### src/rtl/mc_ctrl_fsm_pkg.sv
// Shared types and encodings for the multi-cycle main control FSM.
// Used by the FSM, its opcode decoder and the datapath mux selects.
package mc_ctrl_fsm_pkg;

  localparam int OPW  = 6;
  localparam int ST_W = 4;

  typedef enum logic [ST_W-1:0] {
    ST_IF   = 4'd0,
    ST_ID   = 4'd1,
    ST_MADR = 4'd2,
    ST_MRD  = 4'd3,
    ST_MWB  = 4'd4,
    ST_MWR  = 4'd5,
    ST_EXR  = 4'd6,
    ST_WBR  = 4'd7,
    ST_BR   = 4'd8,
    ST_JMP  = 4'd9,
    ST_EXI  = 4'd10,
    ST_WBI  = 4'd11
  } st_t;

  typedef enum logic [2:0] {
    CL_LSW,
    CL_R,
    CL_BR,
    CL_J,
    CL_IMM,
    CL_ILL
  } cls_t;

  localparam logic [OPW-1:0] OP_R    = 6'b000000;
  localparam logic [OPW-1:0] OP_J    = 6'b000010;
  localparam logic [OPW-1:0] OP_BEQ  = 6'b000100;
  localparam logic [OPW-1:0] OP_ADDI = 6'b001000;
  localparam logic [OPW-1:0] OP_ANDI = 6'b001100;
  localparam logic [OPW-1:0] OP_ORI  = 6'b001101;
  localparam logic [OPW-1:0] OP_LW   = 6'b100011;
  localparam logic [OPW-1:0] OP_SW   = 6'b101011;

  localparam logic [1:0] ALU_ADD   = 2'd0;
  localparam logic [1:0] ALU_SUB   = 2'd1;
  localparam logic [1:0] ALU_FUNCT = 2'd2;
  localparam logic [1:0] ALU_LOGIC = 2'd3;

  localparam logic [1:0] PCS_ALU = 2'd0;
  localparam logic [1:0] PCS_OUT = 2'd1;
  localparam logic [1:0] PCS_JMP = 2'd2;

  localparam logic [1:0] SRCB_B     = 2'd0;
  localparam logic [1:0] SRCB_FOUR  = 2'd1;
  localparam logic [1:0] SRCB_IMM   = 2'd2;
  localparam logic [1:0] SRCB_IMMSH = 2'd3;

  typedef struct packed {
    logic       pc_wr;
    logic       pc_wr_cond;
    logic [1:0] pc_src;
    logic       iord;
    logic       mem_rd;
    logic       mem_wr;
    logic       ir_wr;
    logic       reg_dst;
    logic       mem2reg;
    logic       reg_wr;
    logic       alu_src_a;
    logic [1:0] alu_src_b;
    logic [1:0] alu_op;
    logic       ext_op;
  } ctl_t;

endpackage

### src/rtl/mc_ctrl_fsm_if.sv
// Control bundle between the main FSM (master) and the datapath (slave).
// Carries opcode/flags in and every select, strobe and debug signal out.
interface mc_ctrl_fsm_if;
  import mc_ctrl_fsm_pkg::*;

  logic [OPW-1:0]  opcode;
  logic            zero;
  logic            mem_ready;
  logic            pc_wr;
  logic            pc_wr_cond;
  logic [1:0]      pc_src;
  logic            iord;
  logic            mem_rd;
  logic            mem_wr;
  logic            ir_wr;
  logic            reg_dst;
  logic            mem2reg;
  logic            reg_wr;
  logic            alu_src_a;
  logic [1:0]      alu_src_b;
  logic [1:0]      alu_op;
  logic            ext_op;
  logic            illegal;
  logic [ST_W-1:0] state_o;

  modport master (
    input  opcode, zero, mem_ready,
    output pc_wr, pc_wr_cond, pc_src,
    output iord, mem_rd, mem_wr, ir_wr,
    output reg_dst, mem2reg, reg_wr,
    output alu_src_a, alu_src_b, alu_op,
    output ext_op, illegal, state_o
  );

  modport slave (
    output opcode, zero, mem_ready,
    input  pc_wr, pc_wr_cond, pc_src,
    input  iord, mem_rd, mem_wr, ir_wr,
    input  reg_dst, mem2reg, reg_wr,
    input  alu_src_a, alu_src_b, alu_op,
    input  ext_op, illegal, state_o
  );

endinterface

### src/rtl/mc_ctrl_fsm_op_decode.sv
// Opcode -> instruction class decoder for the main control FSM.
// Also reports store vs load and the immediate extension mode.
module mc_ctrl_fsm_op_decode
  import mc_ctrl_fsm_pkg::*;
(
  input  logic [OPW-1:0] op,
  output cls_t           cls,
  output logic           is_st,
  output logic           ext_sign
);

  always_comb begin
    cls      = CL_ILL;
    is_st    = 1'b0;
    ext_sign = 1'b1;
    unique case (1'b1)
      (op == OP_LW):   cls = CL_LSW;
      (op == OP_SW): begin
        cls   = CL_LSW;
        is_st = 1'b1;
      end
      (op == OP_R):    cls = CL_R;
      (op == OP_BEQ):  cls = CL_BR;
      (op == OP_J):    cls = CL_J;
      (op == OP_ADDI): cls = CL_IMM;
      (op == OP_ANDI),
      (op == OP_ORI): begin
        cls      = CL_IMM;
        ext_sign = 1'b0;
      end
      default: ;
    endcase
  end

endmodule

### src/rtl/mc_ctrl_fsm.sv
// Multi-cycle main control FSM (IF/ID/EX/MEM/WB) for the MIPS-subset core.
// Define MC_MEM_WAIT_EN to stall IF/MRD/MWR until mem_ready.
module mc_ctrl_fsm
  import mc_ctrl_fsm_pkg::*;
(
  input logic          clk,
  input logic          rst,
  mc_ctrl_fsm_if.master bus
);

  st_t            state;
  st_t            nxt;
  logic [OPW-1:0] op_q;
  logic [OPW-1:0] dec_op;
  cls_t           cls;
  logic           is_st;
  logic           ext_sign;
  logic           ill_q;
  logic           rdy;
  ctl_t           c;
  logic           unused_in;

`ifdef MC_MEM_WAIT_EN
  assign rdy       = bus.mem_ready;
  assign unused_in = bus.zero;
`else
  assign rdy       = 1'b1;
  assign unused_in = bus.zero ^ bus.mem_ready;
`endif

  // ID decodes the live IR; later states use the copy latched in ID
  assign dec_op = (state == ST_ID) ? bus.opcode : op_q;

  mc_ctrl_fsm_op_decode u_dec (
    .op       (dec_op),
    .cls      (cls),
    .is_st    (is_st),
    .ext_sign (ext_sign)
  );

  always_ff @(posedge clk) begin
    if (rst) begin
      state <= ST_IF;
      op_q  <= '0;
      ill_q <= 1'b0;
    end else begin
      state <= nxt;
      ill_q <= (state == ST_ID) && (cls == CL_ILL);
      if (state == ST_ID) op_q <= bus.opcode;
    end
  end

  always_comb begin
    nxt = ST_IF;
    c   = '0;
    unique case (state)
      ST_IF: begin
        c.mem_rd    = 1'b1;
        c.ir_wr     = rdy;
        c.pc_wr     = rdy;
        c.alu_src_b = SRCB_FOUR;
        c.pc_src    = PCS_ALU;
        c.ext_op    = 1'b1;
        nxt         = rdy ? ST_ID : ST_IF;
      end
      ST_ID: begin
        c.alu_src_b = SRCB_IMMSH;
        c.ext_op    = 1'b1;
        unique case (cls)
          CL_LSW:  nxt = ST_MADR;
          CL_R:    nxt = ST_EXR;
          CL_BR:   nxt = ST_BR;
          CL_J:    nxt = ST_JMP;
          CL_IMM:  nxt = ST_EXI;
          default: nxt = ST_IF;
        endcase
      end
      ST_MADR: begin
        c.alu_src_a = 1'b1;
        c.alu_src_b = SRCB_IMM;
        c.ext_op    = 1'b1;
        nxt         = is_st ? ST_MWR : ST_MRD;
      end
      ST_MRD: begin
        c.mem_rd = 1'b1;
        c.iord   = 1'b1;
        c.ext_op = 1'b1;
        nxt      = rdy ? ST_MWB : ST_MRD;
      end
      ST_MWB: begin
        c.mem2reg = 1'b1;
        c.reg_wr  = 1'b1;
        c.ext_op  = 1'b1;
      end
      ST_MWR: begin
        c.mem_wr = 1'b1;
        c.iord   = 1'b1;
        c.ext_op = 1'b1;
        nxt      = rdy ? ST_IF : ST_MWR;
      end
      ST_EXR: begin
        c.alu_src_a = 1'b1;
        c.alu_src_b = SRCB_B;
        c.alu_op    = ALU_FUNCT;
        c.ext_op    = 1'b1;
        nxt         = ST_WBR;
      end
      ST_WBR: begin
        c.reg_dst = 1'b1;
        c.reg_wr  = 1'b1;
        c.ext_op  = 1'b1;
      end
      ST_EXI: begin
        c.alu_src_a = 1'b1;
        c.alu_src_b = SRCB_IMM;
        c.ext_op    = ext_sign;
        c.alu_op    = ext_sign ? ALU_ADD : ALU_LOGIC;
        nxt         = ST_WBI;
      end
      ST_WBI: begin
        c.reg_wr = 1'b1;
        c.ext_op = 1'b1;
      end
      ST_BR: begin
        c.alu_src_a  = 1'b1;
        c.alu_src_b  = SRCB_B;
        c.alu_op     = ALU_SUB;
        c.pc_wr_cond = 1'b1;
        c.pc_src     = PCS_OUT;
        c.ext_op     = 1'b1;
      end
      ST_JMP: begin
        c.pc_wr  = 1'b1;
        c.pc_src = PCS_JMP;
        c.ext_op = 1'b1;
      end
      default: begin
        c   = '0;
        nxt = ST_IF;
      end
    endcase
    if (rst) c = '0;
  end

  assign bus.pc_wr      = c.pc_wr;
  assign bus.pc_wr_cond = c.pc_wr_cond;
  assign bus.pc_src     = c.pc_src;
  assign bus.iord       = c.iord;
  assign bus.mem_rd     = c.mem_rd;
  assign bus.mem_wr     = c.mem_wr;
  assign bus.ir_wr      = c.ir_wr;
  assign bus.reg_dst    = c.reg_dst;
  assign bus.mem2reg    = c.mem2reg;
  assign bus.reg_wr     = c.reg_wr;
  assign bus.alu_src_a  = c.alu_src_a;
  assign bus.alu_src_b  = c.alu_src_b;
  assign bus.alu_op     = c.alu_op;
  assign bus.ext_op     = c.ext_op;
  assign bus.illegal    = ill_q;
  assign bus.state_o    = state;

endmodule

### src/flat_wrapper.sv
// flat-port wrapper written by rule: the top's interface ports become plain ports
module mc_ctrl_fsm_flat import mc_ctrl_fsm_pkg::*;
  (clk, rst, bus_opcode, bus_zero, bus_mem_ready, bus_pc_wr, bus_pc_wr_cond, bus_pc_src, bus_iord, bus_mem_rd, bus_mem_wr, bus_ir_wr, bus_reg_dst, bus_mem2reg, bus_reg_wr, bus_alu_src_a, bus_alu_src_b, bus_alu_op, bus_ext_op, bus_illegal, bus_state_o);
  mc_ctrl_fsm_if bus_i ();
  input logic clk;
  input logic rst;
  input wire logic [$bits(bus_i.opcode)-1:0] bus_opcode;
  input wire logic [$bits(bus_i.zero)-1:0] bus_zero;
  input wire logic [$bits(bus_i.mem_ready)-1:0] bus_mem_ready;
  output wire logic [$bits(bus_i.pc_wr)-1:0] bus_pc_wr;
  output wire logic [$bits(bus_i.pc_wr_cond)-1:0] bus_pc_wr_cond;
  output wire logic [$bits(bus_i.pc_src)-1:0] bus_pc_src;
  output wire logic [$bits(bus_i.iord)-1:0] bus_iord;
  output wire logic [$bits(bus_i.mem_rd)-1:0] bus_mem_rd;
  output wire logic [$bits(bus_i.mem_wr)-1:0] bus_mem_wr;
  output wire logic [$bits(bus_i.ir_wr)-1:0] bus_ir_wr;
  output wire logic [$bits(bus_i.reg_dst)-1:0] bus_reg_dst;
  output wire logic [$bits(bus_i.mem2reg)-1:0] bus_mem2reg;
  output wire logic [$bits(bus_i.reg_wr)-1:0] bus_reg_wr;
  output wire logic [$bits(bus_i.alu_src_a)-1:0] bus_alu_src_a;
  output wire logic [$bits(bus_i.alu_src_b)-1:0] bus_alu_src_b;
  output wire logic [$bits(bus_i.alu_op)-1:0] bus_alu_op;
  output wire logic [$bits(bus_i.ext_op)-1:0] bus_ext_op;
  output wire logic [$bits(bus_i.illegal)-1:0] bus_illegal;
  output wire logic [$bits(bus_i.state_o)-1:0] bus_state_o;
  assign bus_i.opcode = bus_opcode;
  assign bus_i.zero = bus_zero;
  assign bus_i.mem_ready = bus_mem_ready;
  assign bus_pc_wr = bus_i.pc_wr;
  assign bus_pc_wr_cond = bus_i.pc_wr_cond;
  assign bus_pc_src = bus_i.pc_src;
  assign bus_iord = bus_i.iord;
  assign bus_mem_rd = bus_i.mem_rd;
  assign bus_mem_wr = bus_i.mem_wr;
  assign bus_ir_wr = bus_i.ir_wr;
  assign bus_reg_dst = bus_i.reg_dst;
  assign bus_mem2reg = bus_i.mem2reg;
  assign bus_reg_wr = bus_i.reg_wr;
  assign bus_alu_src_a = bus_i.alu_src_a;
  assign bus_alu_src_b = bus_i.alu_src_b;
  assign bus_alu_op = bus_i.alu_op;
  assign bus_ext_op = bus_i.ext_op;
  assign bus_illegal = bus_i.illegal;
  assign bus_state_o = bus_i.state_o;
  mc_ctrl_fsm u_core (.clk(clk), .rst(rst), .bus(bus_i));
endmodule
### config.mk
export PLATFORM = sky130hd
export DESIGN_NAME = mc_ctrl_fsm_flat
export DESIGN_NICKNAME = d
export VERILOG_FILES = /design/src/rtl/mc_ctrl_fsm_pkg.sv /design/src/rtl/mc_ctrl_fsm_if.sv /design/src/rtl/mc_ctrl_fsm_op_decode.sv /design/src/rtl/mc_ctrl_fsm.sv /design/src/flat_wrapper.sv
export SDC_FILE = /design/constraint.sdc
export NUM_CORES = 1
export LEC_CHECK = 0
export ABC_AREA = 1
export CAP_MARGIN = 20
export CORE_MARGIN = 3
export CORE_UTILIZATION = 45
export DETAILED_ROUTE_END_ITERATION = 10
export PLACE_DENSITY = 0.77
export SETUP_SLACK_MARGIN = 0.3
export SLEW_MARGIN = 30
export SYNTH_ARGS = -nofsm -noshare
export SYNTH_HDL_FRONTEND = slang
export SYNTH_SLANG_ARGS = --single-unit
### constraint.sdc
create_clock -name clk -period 2 [get_ports clk]
set_clock_uncertainty 0.05 [all_clocks]
set_input_delay 0.4 -clock clk [delete_from_list [all_inputs] [get_ports clk]]
set_output_delay 0.4 -clock clk [all_outputs]
set_load 0.05 [all_outputs]
==> results of run 1 <==
[stage by stage]
step / cells / cell area, sq um / hold slack [ns] / setup TNS [ns]
detailed placement: 229 / 1790 / 0.497 / -1.08
global placement: 229 / 1790 / 0.429 / -0.734
floorplan: 153 / 1170 / 0.417 / -0.415
[cells by family after synthesis]
kind of cell,Yosys count,synth area share [%]
AND/OR/NAND/NOR,102,56.9
AO/OA/AOI/OAI,13,8.04
flip-flops,11,22.4
buffers and inverters,27,12.6
[synth_stat cells]
library cell	count
nor2_2	5
inv_1	19
nand2_1	28
dfxtp_1	11
a21oi_2	2
a21oi_1	8
inv_2	2
o21a_1	1
nand3_2	3
nand4_1	8
buf_4	2
o21ai_0	1
nand3b_1	3
nor2_1	22
buf_6	2
a221oi_1	1
nand2_4	5
nand2_2	10
nor2_8	1
nand3_1	12
nor2_4	2
buf_1	1
clkbuf_1	1
nor3_1	3
==> flow_metrics.py, run 1 <==
metrics = {
    "synth": {
        "synth.area.top_cells": "dfxtp_1 22%, nand2_1 11%, nor2_1 8.4%",
        "netlist_instances": 153,
        "synth-seq-cells": 11,
        "synth_top_area_share_pct": 22.4,
        "syn_avg_cell_area_sq_um": 6.41,
        "synth_cell_types": 24,
        "yosysTopAreaCell": "dfxtp_1",
        "ys_seq_area_share_pct": 22.4,
        "yosysWarnings": 0,
        "syn_nets": 163,
        "syn-cell-area_sq_um": 981,
    },
    "outcome": {
        "lastStage": "clock tree synthesis (4_1_cts)",
        "error": "[ERROR DPL-0038] Utilization greater than 100%, impossible to legalize",
        "status": "aborted with a tool error",
    },
    "placement": {
        "place.port_buffers": 29,
        "pre_cts_ws_ns": -0.391,
        "dpl.hpwl_mm": 3.14,
        "gp_congestion": 0.887,
    },
    "die": {
        "rows": 16,
        "die_x_microns": 52.7,
        "ios": 32,
        "start_util_pct": 48.5,
        "die_y_microns": 52.7,
    },
    "clock_tree": {
        "htreeDepth": 1,
        "cts_sinks": 11,
        "numCtsBuffers": 3,
        "clockRootBuffer": "clkbuf_4",
        "cts_resized": 54,
        "ctsHoldBuffers": 0,
        "post_cts_buffers": 19,
        "clk_path_buf_depth": 2,
    },
}
==> run 2: changes to the inputs <==
CORE_AREA = 3 3 64 66   (was not set)
CORE_MARGIN = not set   (was 3)
CORE_UTILIZATION = not set   (was 45)
DIE_AREA = 0 0 67 69   (was not set)
PLACE_DENSITY = not set   (was 0.77)
PLACE_DENSITY_LB_ADDON = 0.15   (was not set)
SETUP_SLACK_MARGIN = not set   (was 0.3)
==> flow_metrics.py, run 2 <==
metrics = {
    "synth": {
        "ys_seq_area_share_pct": 22.4,
        "synth_top_area_share_pct": 22.4,
        "synth_cell_types": 24,
        "synth.area.top_cells": "dfxtp_1 22%, nand2_1 11%, nor2_1 8.4%",
        "syn_nets": 163,
        "yosysTopAreaCell": "dfxtp_1",
        "synth.most_common_cell": "nand2_1",
        "synth-edff-count": 0,
        "yosysWarnings": 0,
        "synth-seq-cells": 11,
        "synth_commonest_cells": "28 x nand2_1, 22 x nor2_1, 19 x inv_1",
        "syn-cell-area_sq_um": 981,
        "ys_async_sr_fraction_pct": 0,
        "netlist_instances": 153,
        "ys_dominant_reg_cell": "dfxtp_1",
        "syn_avg_cell_area_sq_um": 6.41,
    },
    "placement": {
        "place.port_buffers": 29,
        "place_area_sq_mm": 0.00177,
        "dpl.hpwl_mm": 2.58,
        "pre_cts_ws_ns": -0.361,
        "gp_congestion": 0.900,
    },
    "layout": {
        "seq_area_sq_um": 235,
        "largest_reg_flops": 6,
        "regMostFlops": "u_core.op_q",
        "drive_gt1_share_pct": 63.2,
        "area_delta_synth_final_pct": 112,
        "final_common_cell": "buf_4",
        "multiInputGateArea_sq_um": 877,
        "final_cell_mix": "38 x buf_4, 17 x nand2_2, 17 x buf_12",
        "nFillCells": 320,
        "final_area_sq_mm": 0.00208,
        "final_nets": 231,
        "diodes": 0,
    },
    "critical_path": {
        "critPathKind": "reg -> out",
        "critPathCaptureType": "output pin",
        "worstPathArrival_ns": 1.86,
        "crit_chain": "nor2_4 > buf_8 > nand3b_1 > nand2_4 > nand2_2 > nand4_1 > buf_4 > nand2_2 > a21oi_4 > buf_6",
        "critPathLaunchType": "flop",
        "cpPeakStageDelay_ns": 0.34,
        "critPathRequiredTime_ns": 1.55,
        "crit_buf_inv": 3,
        "crit_path_top_delay_cell": "dfxtp_4",
        "cp_top_family": "simple AND/OR/NAND/NOR gates",
        "path_common_cell": "nand2_2",
        "worstPathMaxFanout": 10,
    },
    "job": {
        "maxCapViolCount": 0,
    },
    "clock_tree": {
        "clockRootBuffer": "clkbuf_8",
        "ctsHoldBuffers": 0,
        "cts_sinks": 11,
        "clk_pin_slew_worst_paths_ns": 0.05,
        "cts_tree": "yes",
        "numCtsBuffers": 3,
        "clk_latency_ns": 0.24,
        "clk_path_buf_depth": 2,
        "htreeDepth": 1,
    },
    "global_routing": {
        "grt_max_degree": 13,
        "grt_antenna_before_repair": 0,
        "grt.overflow.total": 0,
        "track_usage_pct": 15.8,
        "grt_pass1_vias": 1279,
        "grt_pass1_wl_mm": 5.78,
    },
    "power_and_ir_drop": {
        "leakagePower_nw": 0.927,
        "net-switching-power_w": 0.00217,
        "combPwrFrac_pct": 84.7,
        "pwr-share-seq_pct": 9.9,
        "power_density_mw_per_mm2": 2010,
        "swShare_pct": 52.1,
        "pwr-share-clk_pct": 5.4,
        "p_int_w": 0.00200,
        "peakVddDrop_v": 0.00123,
        "power_w": 0.00417,
    },
    "die": {
        "rows": 22,
        "ios": 32,
        "dieArea_sq_mm": 0.00462,
        "die_y_microns": 69,
        "core_area_sq_mm": 0.00363,
        "die_x_microns": 67,
        "start_util_pct": 27.0,
    },
    "routing": {
        "viasPerCell": 4.51,
        "wl_per_cell_microns": 12.9,
        "dr.pass1.iters": 4,
        "drtIter0Drc": 45,
        "num_vias": 1209,
        "drt-total-wl_mm": 3.46,
        "drc": 0,
        "postRouteAntennaNets": 0,
    },
    "outcome": {
        "violations": "negative setup slack",
        "status": "complete, but fails checks",
    },
    "timing": {
        "slew_headroom_pct": 67.1,
        "min_period_ns": 2.31,
        "hold_viol_final": 0,
        "layout_setup_ws_ns": -0.315,
        "worst_pin_slew_ns": 0.493,
        "drv_slew": 0,
        "fin_crit_sh_pct": 116,
        "rsz0062_at_grt": "true",
        "setup_viol": 5,
        "fmax_mhz": 432,
    },
    "worst_hold_path": {
        "min_path_type": "reg -> reg",
    },
}
run 2: cell counts after synthesis:
Identical to the previous run, type by type.
run 2: power by group through the flow:
stage	Clock [W]	Sequential, W	Combinational (W)
after floorplan	0	0.000591	0.00165
after global placement	0	0.000408	0.00292
after detailed placement	0	0.000412	0.00295
after CTS	0.000232	0.000415	0.00331
after global routing	0.000240	0.000427	0.00375
final	0.000226	0.000413	0.00353
run 2: final timing paths:
kind,from,end,slack (ns),cells after the start
worst min register to register,u_core.op_q[5],u_core.op_q[5],0.45,2
worst min-delay path,u_core.op_q[5],u_core.op_q[5],0.45,2
worst max register to register,u_core.bus.state_o[0],u_core.bus.state_o[3],0.20,13
worst max-delay path,u_core.bus.state_o[2],bus_ext_op,-0.31,10
run 2: kinds of logic (layout without fill, tap and decap cells):
group	after synthesis	count (layout)	share of synthesized area, %
AOI/OAI and AO/OA	13	13	8.04
buffers and inverters	27	94	12.6
DFF	11	11	22.4
and+or+nand+nor	102	102	56.9
run 2: cell type report:
cell class	count	area share, %
multi-input combinational	115	42.2
tap	48	2.89
inverter	21	3.92
clock inverter	1	0.241
sequential	11	11.3
timing repair buffer	69	37.4
clock buffer	3	1.99
run 2: metal layers:
layer	track usage [%]	part of all wire, %	wire length [microns]
met3	3.26	2.8	96
met2	27.5	54	1860
met1	19.1	42	1460
met4	4.28	1.1	37
met5	0	0	0
run 2: what timing repair did:
item                                    CTS  global route
buffers inserted                          7             5
endpoints found under the setup margin   16            15
cloned                                    1             0
pin swaps                                14            10
gates resized for setup                  30            23
run 2: worst reg2reg max path: stages, from the launching register on:
cell,delay [ns]
dfxtp_4,0.35
inv_4,0.04
nor2_4,0.13
nand2_4,0.11
buf_12,0.15
nand2_4,0.05
nand2_4,0.06
buf_4,0.13
buf_4,0.13
nor2_1,0.12
nand3_2,0.11
nand3_1,0.08
nand2_1,0.07
a21oi_2,0.14
run 2: metrics by stage:
stage / cells / util [%] / hold WS (ns) / setup TNS, ns
4_1_cts: 266 / 54.5 / 0.451 / -1.52
2_1_floorplan: 153 / - / 0.417 / -0.640
3_5_place_dp: 254 / 48.7 / 0.446 / -0.979
6_report: 268 / 57.2 / 0.448 / -0.969
5_1_grt: 268 / 57.2 / 0.488 / -1.62
3_3_place_gp: 254 / 48.7 / 0.430 / -0.905
No activity file was read; power rests on OpenSTA's default activity.
==> run 3: changes to the inputs <==
ABC_AREA = not set   (was 1)
clock period = 2.7 ns   (was 2 ns; I/O delays follow)
==> flow_metrics.py, run 3 <==
metrics = {
    "outcome": {
        "status": "finished clean",
    },
    "synth": {
        "syn_nets": 128,
        "ys_dominant_reg_cell": "dfxtp_1",
        "ys_async_sr_fraction_pct": 0,
        "synth_cell_types": 39,
        "netlist_instances": 118,
        "synth.most_common_cell": "nand2_1",
        "yosysTopAreaCell": "dfxtp_1",
        "syn_avg_cell_area_sq_um": 7.19,
        "yosysWarnings": 0,
        "syn-cell-area_sq_um": 848,
        "ys_seq_area_share_pct": 26.0,
        "synth_commonest_cells": "18 x nand2_1, 11 x dfxtp_1, 11 x nor2_1",
        "synth.area.top_cells": "dfxtp_1 26%, nand2_1 8.0%, a21oi_1 5.3%",
        "synth-seq-cells": 11,
        "synth-edff-count": 0,
        "synth_top_area_share_pct": 26.0,
    },
    "timing": {
        "worst_pin_slew_ns": 0.498,
        "fmax_mhz": 381,
        "fin_crit_sh_pct": 97.1,
        "hold_viol_final": 0,
        "layout_setup_ws_ns": 0.0782,
        "setup_viol": 0,
        "final.setup.tns_ns": 0,
        "min_period_ns": 2.62,
        "rsz0062_at_grt": "false",
        "drv_slew": 0,
        "slew_headroom_pct": 66.7,
    },
    "placement": {
        "dp_cells": 202,
        "gp_congestion": 0.845,
        "pre_cts_ws_ns": -0.149,
        "place.port_buffers": 29,
        "dpl.hpwl_mm": 2.09,
    },
    "routing": {
        "drtIter0Drc": 101,
        "drt-total-wl_mm": 2.81,
        "viasPerCell": 4.98,
        "wl_per_cell_microns": 13.5,
        "dr.pass1.iters": 4,
        "drc": 0,
        "num_vias": 1035,
        "postRouteAntennaNets": 0,
    },
    "layout": {
        "diodes": 0,
        "final_common_cell": "buf_12",
        "largest_reg_flops": 6,
        "finalNonFillerCells": 208,
        "regMostFlops": "u_core.op_q",
        "area_delta_synth_final_pct": 93.2,
        "final_nets": 171,
        "drive_gt1_share_pct": 36.9,
        "final_cell_mix": "18 x buf_12, 17 x nand2_1, 16 x buf_4",
    },
    "die": {
        "rows": 22,
        "die_x_microns": 67,
        "dieArea_sq_mm": 0.00462,
        "ios": 32,
        "core_area_sq_mm": 0.00363,
        "die_y_microns": 69,
        "start_util_pct": 23.3,
    },
    "critical_path": {
        "crit_path_top_delay_cell": "nor4b_4",
        "worstPathMaxFanout": 3,
        "worstPathArrival_ns": 2.03,
        "path_common_cell": "buf_4",
        "crit_chain": "nor4b_4 > nor4_2 > nand2b_4 > buf_4 > buf_4 > a31o_2 > a21oi_4 > buf_12",
        "critPathCaptureType": "output pin",
        "cpPeakStageDelay_ns": 0.39,
        "critPathKind": "reg -> out",
        "critPathLaunchType": "flop",
        "critPathRequiredTime_ns": 2.11,
    },
    "power_and_ir_drop": {
        "leakagePower_nw": 0.618,
        "power_density_mw_per_mm2": 394,
        "peakVddDrop_v": 0.000203,
    },
    "clock_tree": {
        "clk_latency_ns": 0.24,
        "clk_path_buf_depth": 2,
        "cts_tree": "yes",
        "htreeDepth": 1,
        "clk_pin_slew_worst_paths_ns": 0.05,
        "numCtsBuffers": 3,
        "cts_sinks": 11,
        "clockRootBuffer": "clkbuf_8",
    },
    "job": {
        "maxCapViolCount": 0,
    },
    "global_routing": {
        "grt_pass1_wl_mm": 4.57,
        "grt_pass1_vias": 1024,
        "track_usage_pct": 12.4,
        "grt_max_degree": 21,
        "grt_antenna_before_repair": 0,
        "grt.overflow.total": 0,
    },
    "worst_hold_path": {
        "min_path_type": "reg -> reg",
    },
}
==> run 3: cell count changes in the layout (fill, tap and decap cells not counted), sizes merged, moves of 6 or more <==
cell,before,now
nor3,3,9
nand2b,0,7
nand3,15,3
nor2,30,11
inv,21,0
nand4,8,1
buf,61,34
nand2,43,19
==> run 3: path summary, 6_finish.rpt <==
check	startpoint	to	slack, ns	depth (start not counted)
worst min register to register	u_core.op_q[3]	u_core.op_q[3]	0.44	2
worst min-delay path	u_core.op_q[3]	u_core.op_q[3]	0.44	2
worst max-delay path	u_core.bus.state_o[2]	bus_ext_op	0.08	8
worst max register to register	u_core.bus.state_o[0]	u_core.bus.state_o[1]	0.78	6
==> run 3: power by group <==
part | switching [W] | internal [W]
registers | 0.0000124 | 0.000175
clock network | 0.0000621 | 0.000104
logic | 0.000165 | 0.000128
==> run 3: area by class of cell <==
type                    instances  area, sq um
clock buffers                   4         45.0
fillers                       366         1990
multi-input cells              99          709
flip-flops and latches         11          224
well taps                      48         60.1
repair buffers                 46          601
==> run 3: critical path, delay by kind of cell (launching register included) <==
kind	cells	cell delay (ns)
buffers and inverters	3	0.39
DFF	1	0.33
AOI/OAI and AO/OA	2	0.43
and+or+nand+nor	3	0.65
==> run 3: through the flow <==
| step | hold slack (ns) | power [W] | cell area [sq um] | utilization (%) |
|---|---|---|---|---|
| 2_1_floorplan | 0.413 | 0.000350 | 916 | - |
| 3_3_place_gp | 0.437 | 0.000472 | 1530 | 42.0 |
| 3_5_place_dp | 0.436 | 0.000475 | 1530 | 42.0 |
| 4_1_cts | 0.444 | 0.000645 | 1600 | 43.9 |
| 5_1_grt | 0.485 | 0.000682 | 1640 | 45.1 |
| 6_report | 0.441 | 0.000646 | 1640 | 45.1 |
==> run 3: per-layer routing <==
| layer | up-vias | wire length, microns | track usage (%) |
|---|---|---|---|
| met5 | - | 0 | 0 |
| met4 | 0 | 44 | 5.63 |
| met3 | 6 | 162 | 1.63 |
| met2 | 36 | 1330 | 20.5 |
| met1 | 482 | 1270 | 15.5 |
| li1 | 511 | - | - |
==> run 3: repair_timing <==
item | 4_1_cts | 5_1_grt
hold buffers | 0 | 0
setup endpoints to repair | 2 | 2
hold endpoints to repair | 0 | 0
setup buffers | 1 | 1
pin swaps | 4 | 2
gates resized for setup | 8 | 6
==> run 3: cell families after synthesis <==
| logic type | Yosys count | synth area share [%] |
|---|---|---|
| fa+ha+maj | 1 | 1.18 |
| xor+xnor | 2 | 2.07 |
| compound gates | 26 | 21.4 |
| simple gates | 69 | 44.2 |
| flops | 11 | 26.0 |
| buf+inv | 8 | 3.98 |
| mux | 1 | 1.18 |
==> run 4: changes to the inputs <==
CORE_AREA = 2 2 63 65   (was 3 3 64 66)
DIE_AREA = 0 0 65 67   (was 0 0 67 69)
==> flow_metrics.py, run 4 (same netlist as run 3, synthesis figures left out) <==
metrics = {
    "power_and_ir_drop": {
        "p_int_w": 0.000404,
        "net-switching-power_w": 0.000237,
        "swShare_pct": 37.0,
        "combPwrFrac_pct": 44.7,
        "power_density_mw_per_mm2": 396,
        "pwr-share-clk_pct": 26.0,
        "pwr-share-seq_pct": 29.3,
        "leakagePower_nw": 0.586,
        "peakVddDrop_v": 0.000174,
    },
    "global_routing": {
        "track_usage_pct": 13.3,
        "grt_pass1_wl_mm": 4.40,
        "grt_max_degree": 21,
        "grt.overflow.total": 0,
        "grt_pass1_vias": 952,
        "grt_antenna_before_repair": 0,
    },
    "placement": {
        "place_area_sq_mm": 0.00152,
        "dpl.hpwl_mm": 2.05,
        "pre_cts_ws_ns": -0.171,
        "gp_congestion": 0.848,
        "place.port_buffers": 29,
    },
    "clock_tree": {
        "clk_latency_ns": 0.24,
        "ctsHoldBuffers": 0,
        "numCtsBuffers": 3,
        "cts_sinks": 11,
        "cts_tree": "yes",
        "clk_path_buf_depth": 2,
        "clk_pin_slew_worst_paths_ns": 0.05,
        "post_cts_buffers": 0,
        "htreeDepth": 1,
        "clockRootBuffer": "clkbuf_8",
    },
    "critical_path": {
        "critPathLaunchType": "input port",
        "crit_end": "bus_mem_rd",
        "worstPathArrival_ns": 2.04,
        "ff2ff_setup_slack_ns": 0.79,
        "worstPathMaxFanout": 5,
        "r2r_start": "u_core.bus.state_o[0]",
        "critPathCaptureType": "output pin",
        "critPathKind": "in -> out",
        "startpoint": "rst",
        "critPathRequiredTime_ns": 2.11,
        "reg2regPathDepth": 6,
        "r2r-end": "u_core.bus.state_o[1]",
    },
    "timing": {
        "fmax_mhz": 381,
        "slew_headroom_pct": 67.0,
        "fin_crit_sh_pct": 97.2,
        "min_period_ns": 2.63,
        "worst_pin_slew_ns": 0.494,
        "final.setup.tns_ns": 0,
        "setup_viol": 0,
        "layout_setup_ws_ns": 0.0743,
        "hold_viol_final": 0,
        "drv_slew": 0,
    },
    "outcome": {
        "status": "finished clean",
    },
    "layout": {
        "final_nets": 168,
        "drive_gt1_share_pct": 35.0,
        "nFillCells": 354,
        "regMostFlops": "u_core.op_q",
        "final_area_sq_mm": 0.00162,
        "largest_reg_flops": 6,
        "final_cell_mix": "17 x nand2_1, 17 x buf_12, 13 x buf_4",
        "diodes": 0,
        "area_delta_synth_final_pct": 90.7,
    },
    "routing": {
        "num_vias": 1008,
        "drc": 0,
        "viasPerCell": 4.92,
        "drt-total-wl_mm": 2.67,
        "postRouteAntennaNets": 0,
        "wl_per_cell_microns": 13.0,
        "drtIter0Drc": 46,
        "dr.pass1.iters": 4,
    },
    "job": {
        "maxCapViolCount": 0,
    },
    "die": {
        "die_y_microns": 67,
        "core_area_sq_mm": 0.00361,
        "die_x_microns": 65,
        "start_util_pct": 23.5,
        "ios": 32,
        "dieArea_sq_mm": 0.00436,
        "rows": 22,
    },
    "worst_hold_path": {
        "min_path_type": "reg -> reg",
    },
}
[run 4: how the worst min path moves through the flow]
stage | startpoint | endpoint | slack [ns] | cells past startpoint
final | u_core.op_q[3] | u_core.op_q[3] | 0.44 | 2
after global routing | u_core.op_q[0] | u_core.op_q[0] | 0.47 | 2
after CTS | u_core.op_q[3] | u_core.op_q[3] | 0.44 | 2
after detailed placement | u_core.op_q[3] | u_core.op_q[3] | 0.44 | 2
after global placement | u_core.op_q[3] | u_core.op_q[3] | 0.44 | 2
after floorplan | u_core.op_q[3] | u_core.op_q[3] | 0.41 | 2
[run 4: timing repair]
item	in CTS	in global routing
setup endpoints to repair	2	2
pin swaps	3	1
gates resized for setup	6	7
hold endpoints to repair	0	0
[run 4: layout make-up]
type | count | area [sq um] | share of cell area, %
clock buffer | 4 | 45.0 | 2.78
timing repair buffer | 43 | 578 | 35.7
sequential | 11 | 224 | 13.8
tap | 48 | 60.1 | 3.71
multi-input combinational | 99 | 711 | 43.9
[run 4: layer usage]
metal | track usage, % | share of wire, % | vias up
li1 | - | - | 512
met1 | 15.6 | 45 | 466
met2 | 22.6 | 49 | 26
met3 | 2.03 | 4.2 | 4
met4 | 8.78 | 1.9 | 0
met5 | 0 | 0 | -
[run 4: worst max-delay path: stages]
cell and delay, ns:
clkdlybuf4s50_1 0.46, or3_1 0.43, nor3_1 0.41, buf_12 0.19
[run 4: per-stage QoR]
step	hold WS, ns	std cells	power, W	util, %
after floorplan	0.413	118	0.000350	-
after global placement	0.438	201	0.000472	42.2
after detailed placement	0.438	201	0.000474	42.2
after CTS	0.445	205	0.000645	43.5
after global routing	0.473	205	0.000679	44.9
final	0.444	205	0.000641	44.9
[run 4: power groups by stage]
stage	logic, W	clock network [W]	registers, W
6_report	0.000287	0.000167	0.000188
3_5_place_dp	0.000284	0	0.000190
2_1_floorplan	0.000140	0	0.000210
3_3_place_gp	0.000282	0	0.000190
4_1_cts	0.000283	0.000174	0.000187
5_1_grt	0.000305	0.000185	0.000189
==> patch, RTL diff (settings of run 3) <==
Make the reset (`rst`) asynchronous in one clocked block.
--- a/src/rtl/mc_ctrl_fsm.sv
+++ b/src/rtl/mc_ctrl_fsm.sv
@@ -38,7 +38,7 @@
     .ext_sign (ext_sign)
   );
 
-  always_ff @(posedge clk) begin
+  always_ff @(posedge clk or posedge rst) begin
     if (rst) begin
       state <= ST_IF;
       op_q  <= '0;
Function: differs if rst is asserted again (counterexample within 4 cycles, from zero or initial values and one cycle with rst high); with rst held inactive, the same outputs for 10 cycles.
==> patch against run 3 <==
- die area did not move
- synthesized area shrank 1.0%
- cell area fell by 10%
- routed wire length shrank 9.3%
- critical endpoint is now bus_pc_wr
- sequential cell count did not move
- worst setup slack gained 140 ps
Power is not compared: it rests on default switching activity, and its combinational part moved more than twofold at a synthesized area within 25%.
==> patch: results (changes against run 3) <==
** Min path
- Worst min-delay path startpoint :: u_core.op_q[0]

** Global route
- The initial antenna violation count was 0 (unchanged).
- The total routing usage reported by global routing was 11.3% (-1.1 points).
- Wire length of the first global-routing pass :: 4210 um (-8.0%)
- The met3 layer usage reported by global route came to 1.79% (+0.16 points).
- Global-route met2 utilization :: 18.8% (-1.7 points)
- Via count of the first global-routing pass :: 925 (-9.7%)
- Met1 usage in global routing :: 14.1% (-1.4 points)
- Pin count of the biggest net entering global routing :: 18 (-14%)

** Setup path
- The slowest stage of the critical path belongs to the cell clkdlybuf4s50_1.
- The startpoint identified for the worst register-to-register timing path is u_core.bus.state_o[1].
- The largest stage delay on the critical path was 580 ps (+190 ps).
- The internal reg-to-reg setup slack was 450 ps (-330 ps).
- Top delay family on crit path :: buffers and inverters
- The peak fanout along the critical path was 5 (+2).
- Critical Path Start :: rst

** Logic synthesis
- Post-Synthesis Net Count :: 122 (-4.7%)
- Among all flip-flop cells after synthesis, the most frequent one is dfrtp_1.
- Top post-synthesis cells by count :: nand2_1 (26), nor2_1 (16), dfrtp_1 (11)
- The sequential area share after synthesis was 32.8% (+6.8 points).
- Synth top area cells :: dfrtp_1 (33%), nand2_1 (12%), nor2_1 (7.2%)
- Number of library cell types mapped by synthesis :: 40 (+2.6%)
- The fraction of registers with async set or reset after synthesis is 100% (+100 points).

** Placement
- Detailed placer's ending HPWL :: 2050 um (-2.1%)
- Setup WS pre-CTS :: 211 ps (+360 ps)
- The routability congestion estimate was 0.848 (+0.37%).

** Clocking
- The number of buffers inserted to repair setup after CTS came to 0 (-1).
- Count of cells resized by post-cts repair :: 0 (-8)
- The H-tree level count came to 1 (unchanged).

** Timing
- The final critical-path setup slack was 223 ps (+145 ps).
- The transition time at the pin with the least slew margin is 497 ps (-0.855 ps).
- The hold slack is 489 ps (+47.3 ps).

** Drt
- The detailed-route vias per instance is 4.89 (-1.7%).
- The count of routing violations after the opening detailed-route iteration was 31 (-69%).
- The final routed wirelength across all metal layers was 2540 um (-9.3%).

** Cells and area
- Share of post-route cells with drive strength above 1 :: 30.6% (-6.3 points)
- Register with the highest flop count :: u_core.op_q
- The count of nets after finishing was 158 (-7.6%).

** Outcome
- Outcome :: finished clean
[patch: kinds of logic after synthesis]
logic type,count (synthesis),share of synthesized area [%]
and+or+nand+nor,70,42.2
AOI/OAI and AO/OA,18,15.8
DFF,11,32.8
buffers and inverters,10,5.81
xor gates and xnor gates,2,2.09
muxes,1,1.34
[patch: area by class of cell]
cell class	count	area, um^2
timing repair buffer	39	523
tap	48	60.1
clock buffer	4	45.0
multi-input combinational	91	557
sequential	11	275
fill	379	2170
inverter	2	7.51
[patch: worst reg2reg max path, stage by stage, from the launching register on]
cell and delay, ps:
dfrtp_1 460, or4b_4 570, or4_4 520, a21boi_1 240, nand2_1 80, a31o_1 220
[patch: through the flow]
| step | cell area (um^2) | cells | total power, mW |
|---|---|---|---|
| floorplan | 881 | 112 | 0.987 |
| global placement | 1420 | 191 | 1.40 |
| detailed placement | 1420 | 191 | 1.40 |
| CTS | 1470 | 195 | 1.58 |
| global route | 1470 | 195 | 1.66 |
| finish | 1470 | 195 | 1.56 |
[patch: final timing paths]
check	end	cells after the start
worst min-delay path	u_core.op_q[0]	2
worst min register to register	u_core.op_q[0]	2
max in group asynchronous	u_core.bus.illegal	3
min in group asynchronous	u_core.bus.state_o[3]	3
worst max-delay path	bus_pc_wr	5
worst max register to register	u_core.bus.state_o[1]	5
[patch: power groups by stage]
stage / clock (mW) / combinational, mW / sequential [mW]
finish: 0.173 / 1.07 / 0.318
global route: 0.184 / 1.15 / 0.329
CTS: 0.174 / 1.09 / 0.319
detailed placement: 0 / 1.08 / 0.321
global placement: 0 / 1.08 / 0.318
floorplan: 0 / 0.602 / 0.385
[patch: layer usage]
metal  routed length, um  vias to the layer above
met3                 211                        5
met2                1190                       35
met5                   0                        -
met4                  49                        0
li1                    -                      469
met1                1090                      445
